==> src/rtl/input_harness.sv <==
// Input harness: drives a wide DUT input bus from one asynchronous pin.
// The pin is synchronised, shifted MSB-first into BITS-wide words, and each
// completed word is XOR-folded into an accumulator. The accumulator value is
// offered to the DUT over valid/ready, with a sticky overrun flag when a
// completed word finds the output still occupied.
//
// Output register states:
//   state       | meaning
//   ST_EMPTY    | no unconsumed word; out_valid=0
//   ST_FULL     | data_out holds a word the DUT has not yet taken; out_valid=1
module input_harness #(
   parameter int BITS        = 64,
   parameter int SYNC_STAGES = 2
) (
   input  logic            fast_clk,
   input  logic            rst_n,
   input  logic            pin_in,
   output logic [BITS-1:0] data_out,
   output logic            out_valid,
   input  logic            out_ready,
   output logic            overrun
);

   localparam int LG_BITS = $clog2(BITS);

   typedef enum logic {
      ST_EMPTY = 1'b0,
      ST_FULL  = 1'b1
   } state_t;

   // The top shift-register bit would only ever be shifted out, so just BITS-1
   // bits are stored; the incoming pin_s completes the word.
   logic [SYNC_STAGES-1:0] sync_q, sync_d;
   logic [BITS-2:0]        shift_q, shift_d;
   logic [LG_BITS-1:0]     cnt_q, cnt_d;
   logic [BITS-1:0]        acc_q, acc_d;
   logic [BITS-1:0]        data_q, data_d;
   logic                   overrun_q, overrun_d;
   state_t                 state_q, state_d;

   logic                   pin_s;
   logic                   word_done;
   logic [BITS-1:0]        new_word;
   logic [BITS-1:0]        acc_next;

   // Free-running datapath: synchroniser, shifter, bit counter, accumulator.
   always_comb begin
      pin_s     = sync_q[SYNC_STAGES-1];
      sync_d    = {sync_q[SYNC_STAGES-2:0], pin_in};
      new_word  = {shift_q, pin_s};
      shift_d   = new_word[BITS-2:0];
      word_done = (cnt_q == LG_BITS'(BITS - 1));
      cnt_d     = cnt_q + LG_BITS'(1);
      acc_next  = acc_q ^ new_word;
      acc_d     = word_done ? acc_next : acc_q;
   end

   // Output register next state: load, accept, or flag a dropped word.
   always_comb begin
      state_d   = state_q;
      data_d    = data_q;
      overrun_d = overrun_q;
      unique case (state_q)
         ST_EMPTY: begin
            if (word_done) begin
               data_d  = acc_next;
               state_d = ST_FULL;
            end
         end
         ST_FULL: begin
            if (out_ready && word_done) begin
               data_d = acc_next;
            end else if (out_ready) begin
               state_d = ST_EMPTY;
            end else if (word_done) begin
               overrun_d = 1'b1;
            end
         end
         default: state_d = ST_EMPTY;
      endcase
   end

   // State registers; reset discards any partial word.
   always_ff @(posedge fast_clk or negedge rst_n) begin
      if (!rst_n) begin
         sync_q    <= '0;
         shift_q   <= '0;
         cnt_q     <= '0;
         acc_q     <= '0;
         data_q    <= '0;
         overrun_q <= 1'b0;
         state_q   <= ST_EMPTY;
      end else begin
         sync_q    <= sync_d;
         shift_q   <= shift_d;
         cnt_q     <= cnt_d;
         acc_q     <= acc_d;
         data_q    <= data_d;
         overrun_q <= overrun_d;
         state_q   <= state_d;
      end
   end

   assign data_out  = data_q;
   assign out_valid = (state_q == ST_FULL);
   assign overrun   = overrun_q;

endmodule

==> config.mk <==
export PLATFORM = sky130hd
export DESIGN_NAME = input_harness
export DESIGN_NICKNAME = d
export VERILOG_FILES = /design/src/rtl/input_harness.sv
export SDC_FILE = /design/constraint.sdc
export NUM_CORES = 1
export LEC_CHECK = 0
export BUFFER_PORTS_ARGS = -buffer_cell sky130_fd_sc_hd__buf_4
export CAP_MARGIN = 10
export CORE_UTILIZATION = 40
export CTS_CLUSTER_SIZE = 30
export DETAILED_ROUTE_END_ITERATION = 10
export SLEW_MARGIN = 20
export SYNTH_ARGS = -nofsm -noshare
export SYNTH_HDL_FRONTEND = slang
export SYNTH_SLANG_ARGS = --single-unit
==> constraint.sdc <==
create_clock -name fast_clk -period 1.85 [get_ports fast_clk]
set_clock_uncertainty 0.15 [all_clocks]
set_input_delay 0.2775 -clock fast_clk [delete_from_list [all_inputs] [get_ports fast_clk]]
set_output_delay 0.2775 -clock fast_clk [all_outputs]
set_load 0.02 [all_outputs]
# [Word-level counts from Yosys, hierarchy flattened]
# Cells that the tools add are included.
[word_totals] ff_bits=201 input_bits=4 output_inout_bits=66 wordCells=25
[op_classes] addsub=1 eq_ne=3 n_mux=7 bitwise_logic=4 reduce_logical=3
[op_table] op="2-to-1 mux 64 bit" n=2
[op_table] op="one-hot mux 64 bit (2 select lines)" n=1
[op_table] op="XOR 64 bit" n=1
[op_table] op="adder 6 x 1 -> 6 bit (second input constant)" n=1
[op_table] op="== test 6 bit (second input constant)" n=1
[op_table] op="AND reduction 4 bit" n=1
[op_table] op="2-to-1 mux 1 bit" n=3
[op_table] op="NOT 1 bit" n=3
[op_table] op="!= test 2 x 1 -> 1 bit (second input constant)" n=1
[op_table] op="!= test 2 bit (second input constant)" n=1
[op_table] op="one-hot mux 1 bit (2 select lines)" n=1
[op_table] op="AND reduction 2 bit" n=1
[op_table] op="logical AND 1 bit" n=1

# [Depth between registers and ports, before layout]
# Gate-level depths: netlist of run 1.
[logic_depth] word_depth=4 depth_mapped=7 mapped_depth_nobuf=4

# [Worst setup path after synthesis of run 1]
# Ideal clock, no wire load.
[synth_path] path_type="flip-flop to flip-flop" start="register cnt_q[0]" end="register data_q[10], in the netlist data_out[10]" setup_time_ns=0.125 t_arrival_ns=1.657 required_time_ns=1.575 slack_ns=-0.082 stages_incl_launch_ff=8 path_buffers=3 synth_period_minus_slack_ns=1.932 cell_sequence="dfrtp_1 -> ha_1 -> and3_1 -> buf_2 -> and3b_1 -> buf_6 -> buf_12 -> mux2_4"
[synth_between] elab_chain_cells=4 elab_cells_between_ends=5 cone_classes="eq/ne (3); reduce/logical (2)"
[synth_lines] item="start, declared" line_no="35" rtl="logic [LG_BITS-1:0] cnt_q, cnt_d;"
[synth_lines] item="start signal, assigned" line_no="96" rtl="cnt_q <= cnt_d;"
[synth_lines] item="== test 6 bit (*)" line_no="52" rtl="word_done = (cnt_q == LG_BITS'(BITS - 1));"
[synth_lines] item="logical AND 1 bit" line_no="71" rtl="if (out_ready && word_done) begin"
[synth_lines] item="!= test 2 x 1 -> 1 bit (no line)"
[synth_lines] item="AND reduction 2 bit (no line) (*)"
[synth_lines] item="end signal, assigned" line_no="98" rtl="data_q <= data_d;"
[synth_lines] item="end, declared" line_no="37" rtl="logic [BITS-1:0] data_q, data_d;"
# Mark *: on every way between the ends. The rest lies on a longest branch, timed or not.
# A chain may end at the register's enable or synchronous reset.

# [Worst setup path after layout of run 1]
[layout_path] start="register cnt_q[1]" end="register data_q[25], in the netlist data_out[25]"
# Same word-level chain as after synthesis.

==> results of run 1 <==
==> synth_stat cells <==
master / n
and2_1: 1
a21o_1: 1
inv_1: 1
clkbuf_1: 3
and3b_1: 1
mux2_1: 4
nor2b_1: 1
dfrtp_1: 201
a31o_2: 1
xnor2_1: 66
buf_2: 6
buf_1: 6
xor2_1: 66
buf_12: 6
and3_1: 2
ha_1: 1
nand3_1: 66
mux2_4: 60
buf_6: 1
==> where the power goes <==
part	total (µW)	internal, µW	leakage [µW]	switching [µW]
logic	153	50.7	0.00165	102
registers	4510	4450	0.00268	54.4
clock network	3790	2150	0.000305	1640
==> metal layers <==
metal	vias to the layer above	GRT usage, %
li1	1831	-
met5	-	0
met4	0	4.69
met1	2060	20.1
met3	16	2.89
met2	63	23.0
==> cell families after synthesis <==
kind of cell / share of synthesized area, %
DFF: 65.1
xor gates and xnor gates: 15.0
and+or+nand+nor: 4.71
muxes: 12.2
buffers and inverters: 2.58
AOI/OAI and AO/OA: 0.211
adders and majority gates: 0.162
==> flip-flops by register name (all words and copies together), names as in the netlist <==
name and flops:
data_out 64, out_valid 1, sync_q 2, cnt_q 6, shift_q 63, acc_q 64
overrun 1
==> worst max-delay path: stages (launching register included) <==
cell and delay, ns:
dfrtp_1 0.37, ha_2 0.19, and3_4 0.19, and3b_4 0.23, buf_12 0.14, clkbuf_16 0.15
mux2_4 0.29
==> timing repair <==
action | CTS | global route
setup buffers | 0 | 3
hold endpoints to repair | 203 | 0
gates cloned | 0 | 8
resized for setup | 2 | 7
pin swaps | 1 | 1
hold buffers | 3 | 0
setup endpoints to repair | 71 | 112
==> path summary, 6_finish.rpt <==
check	cells past startpoint	to
min	3	overrun
max in group asynchronous	3	shift_q[58]
min reg2reg	0	sync_q[1]
max reg2reg	6	data_out[25]
min in group asynchronous	2	data_out[41]
max	6	data_out[25]
==> final cells by class <==
| cell class | instances | area, µm² | area share [%] |
|---|---|---|---|
| Multi-Input combinational cell | 271 | 2520 | 26.7 |
| Clock inverter | 7 | 38.8 | 0.410 |
| Timing Repair Buffer | 95 | 983 | 10.4 |
| Inverter | 1 | 3.75 | 0.0396 |
| Sequential cell | 201 | 5030 | 53.1 |
| Tap cell | 260 | 325 | 3.44 |
| Clock buffer | 26 | 564 | 5.96 |
==> through the flow <==
step	hold slack [ns]	utilization [%]	setup WS, ns	instance area, µm²	setup TNS (ns)
4_1_cts	0.0795	49.1	-0.0243	9240	-0.315
3_5_place_dp	0.0811	45.7	-0.0170	8600	-0.103
5_1_grt	0.0488	50.3	-0.0528	9470	-1.74
3_3_place_gp	0.0821	45.7	0.0263	8600	0
6_report	0.0514	50.3	0.0109	9470	0
2_1_floorplan	-0.168	-	-0.0128	7730	-0.770
==> flow_summary.toml, run 1 <==
[power]
ir_worst_vdd_mv = 0.533
fin_total_pwr_uw = 8450
cellPowerDensity_nw_per_um2 = 892
power.leakage_uw = 0.00463

[clock_network]
htreeDepth = 1
cts_buffer_depth = 3
clk_pin_slew_ns = 0.06
cts.sinks = 201
cts_buffers = 21
clock_latency_ns = 0.49
cts_root_buf = "clkbuf_16"
cts_tree = "yes"

[yosys]
syn_area_um2 = 7720
yosysSeqAreaShare_pct = 65.1
ys_ff_latch = 201
synthCells = 494
synth_warnings = 0
netlist.area_leader.share_pct = 65.1
syn_avg_cell_area_um2 = 15.6
synth.area.top_cells = "dfrtp_1 (65%), mux2_4 (12%), xnor2_1 (7.5%)"
synth_cell_types = 19
synth.net_count = 499
yosysTopAreaCell = "dfrtp_1"

[routing]
drtIter0Drc = 140
vias = 3970
wl_per_cell_um = 16.1
wl_um = 13900
ant_nets = 0
wl_met2_um = 6680
dr.pass1.iters = 4
drt-met1-wl_um = 6410
drc = 0
wl_met3_um = 535
via_per_inst = 4.61
routed.top_layer = "met4"

[min_path]
hp-start = "out_ready"
hold_class = "in -> reg"

[sta]
finalSetupViolCount = 0
finalCriticalPeriod_ns = 1.84
max_freq_ghz = 0.544
finalCritPeriodShare_pct = 99.4
worstMarginPinSlew_ns = 0.356
maxSlewViolCount = 0
rsz0062_at_grt = "true"
hold_violations = 0
slew-limit-headroom_pct = 76.3

[die]
row_count = 50
die_area_um2 = 19900
dieHeight_um = 141
core_region_area_um2 = 18800
boundaryPins = 70
start_util_pct = 41.0
die_w_um = 141

[grt]
grt_max_degree = 67
antenna_found_initial = 0
grt_remaining_overflow = 0
grt_usage_pct = 14.5
grt_pass1_wl_um = 23000
grt_pass1_vias = 4314

[cells_and_area]
n_antenna_cell = 0
nFillCells = 1604
most-common-layout-cells = "dfrtp_1 (201), buf_4 (71), nand3_1 (66), xnor2_1 (66), xor2_1 (66)"
instances_no_fill = 861
drive_gt1_share_pct = 31.6
area_growth_pct = 22.6
layout_commonest_cell = "dfrtp_1"
nNetsFinal = 596

[critical_path]
path_max_fanout = 5
rr_startpoint = "cnt_q[1]"
endpoint_kind = "flop"
crit_arrival_ns = 2.06
rrSetupSlack_ns = 0.01
worst-endpoint-required_ns = 2.07
startpoint_type = "flop"
critical_path_class = "reg -> reg"
crit_path_start = "cnt_q[1]"

[place]
gp_congestion = 0.709
io_buffers = 69
place_inst = 814
hpwl_um = 8030

[flow_run]
drv_cap = 0

[run_status]
outcome = "completed"
(Power assumes the default switching activity.)
==> run 2, diff against run 1 <==
--- a/config.mk
+++ b/config.mk
@@ -5,11 +5,12 @@
 export SDC_FILE = /design/constraint.sdc
 export NUM_CORES = 1
 export LEC_CHECK = 0
-export BUFFER_PORTS_ARGS = -buffer_cell sky130_fd_sc_hd__buf_4
 export CAP_MARGIN = 10
 export CORE_UTILIZATION = 40
 export CTS_CLUSTER_SIZE = 30
 export DETAILED_ROUTE_END_ITERATION = 10
+export DONT_BUFFER_PORTS = 1
+export GPL_TIMING_DRIVEN = 0
 export SLEW_MARGIN = 20
 export SYNTH_ARGS = -nofsm -noshare
 export SYNTH_HDL_FRONTEND = slang
==> run 2 against run 1 <==
The flow now finishes with violations (negative hold slack, negative setup slack). Fmax fell by 5.2%. Register-to-register slack got worse by 0.10 ns. Utilization fell by 2.1 points. First-iteration DRC count fell by 7.9%. Flip-flop and latch count did not move. Sequential power barely moved. Critical path depth rose by 1. Count of clock-buffer cells in the layout rose by 10. Final area fell by 4.2%. Worst hold slack got worse by 0.72 ns. Die area did not move. Total power rose by 5.4%. Largest power group unchanged.
==> flow_summary.toml, run 2 (synthesized netlist as in run 1, its figures left out) <==
[power]
cellPowerDensity_nw_per_um2 = 981
power.leakage_uw = 0.00431
ir_worst_vdd_mv = 0.516

[clock_network]
cts_tree = "yes"
clk_pin_slew_ns = 0.06
cts_hold_buf = 2
htreeDepth = 1
clock_latency_ns = 0.49
cts_buffer_depth = 3
cts.sinks = 201
cts_buffers = 22
cts_root_buf = "clkbuf_16"

[routing]
wl_um = 13400
wl_per_cell_um = 16.6
vias = 3762
ant_nets = 0
drc = 0
drtIter0Drc = 129
dr.pass1.iters = 4
via_per_inst = 4.67

[die]
core_region_area_um2 = 18800
die_w_um = 141
die_area_um2 = 19900
row_count = 50
boundaryPins = 70
dieHeight_um = 141
start_util_pct = 41.0

[sta]
fin_tns_setup_ns = -3.79
max_freq_ghz = 0.515
whs_ns = -0.665
hold_violations = 201
rsz0062_at_grt = "true"
worstMarginPinSlew_ns = 0.487
finalSetupViolCount = 50
slew-limit-headroom_pct = 67.5
finalCriticalPeriod_ns = 1.94
fin_ws_ns = -0.0899
maxSlewViolCount = 0
finalCritPeriodShare_pct = 105

[min_path]
hold_class = "in -> async"

[critical_path]
worst-endpoint-required_ns = 2.07
rr_startpoint = "cnt_q[1]"
r2r_end = "data_out[60]"
critical_path_class = "reg -> reg"
reg2regPathDepth = 7
crit_arrival_ns = 2.16
rrSetupSlack_ns = -0.09
endpoint_kind = "flop"
path_max_fanout = 5
crit_path_start = "cnt_q[1]"
startpoint_type = "flop"

[place]
hpwl_um = 7500
gp_congestion = 0.679
io_buffers = 0

[grt]
grt_pass1_wl_um = 22100
grt_remaining_overflow = 0
grt_usage_pct = 13.9
antenna_found_initial = 0
grt_pass1_vias = 4108
grt_max_degree = 202

[cells_and_area]
nNetsFinal = 537
layout_commonest_cell = "dfrtp_1"
most-common-layout-cells = "dfrtp_1 (200), nand3_1 (66), xnor2_1 (66), xor2_1 (66), mux2_4 (62)"
drive_gt1_share_pct = 24.2
n_antenna_cell = 0
final_util_pct = 48.2
area_growth_pct = 17.5

[run_status]
failed_checks = "negative hold slack, negative setup slack"
outcome = "finished with violations"

[flow_run]
drv_cap = 0
[run 2: metal layers]
layer	routed length, µm	vias to the layer above	GRT usage (%)	part of all wire [%]
li1	-	1719	-	-
met1	6300	1953	19.1	47
met2	6270	64	22.0	47
met3	527	26	3.02	3.9
met4	295	0	4.41	2.2
met5	0	-	0	0
[run 2: worst max-delay path, cell delays in order (launching register included)]
cell,delay [ns]
dfrtp_1,0.39
ha_2,0.18
and3_4,0.16
and3b_2,0.21
buf_6,0.13
clkbuf_16,0.16
buf_12,0.14
mux2_4,0.29
[run 2: final cells by class]
class	count	area, µm²
flip-flops and latches	201	5030
clock inverters	2	35.0
well taps	260	325
fillers	1604	9760
plain buffers	21	229
clock buffers	36	694
inverters	1	3.75
multi-input cells	270	2520
repair buffers	15	235
[run 2: how the worst max path moves through the flow]
stage / endpoint / slack (ns) / depth (start not counted)
2_1_floorplan: data_out[10] / -0.01 / 7
3_3_place_gp: data_out[59] / -0.15 / 7
3_5_place_dp: data_out[57] / -0.18 / 7
4_1_cts: data_out[17] / -0.11 / 7
5_1_grt: data_out[18] / -0.15 / 7
6_report: data_out[60] / -0.09 / 7
[run 2: through the flow]
stage / hold slack (ns) / setup slack, ns / instance area (µm²) / instances / total power [µW]
5_1_grt: -0.700 / -0.146 / 9070 / 806 / 9230
2_1_floorplan: -0.168 / -0.0128 / 7730 / 494 / 4610
6_report: -0.665 / -0.0899 / 9070 / 806 / 8900
3_5_place_dp: -0.165 / -0.177 / 8050 / 754 / 4630
4_1_cts: -0.694 / -0.107 / 8990 / 802 / 9040
3_3_place_gp: -0.165 / -0.148 / 8050 / 754 / 4630
[run 2: power by group]
group | switching [µW] | internal, µW
registers | 54.2 | 4450
clock network | 1660 | 2680
logic | 17.2 | 28.5
[run 2: timing repair]
item | in CTS | in global routing
pin swaps | 1 | 0
endpoints found under the setup margin | 119 | 89
buffers inserted | 6 | 2
gates cloned | 3 | 4
gates resized for setup | 23 | 8
endpoints found under the hold margin | 204 | 201
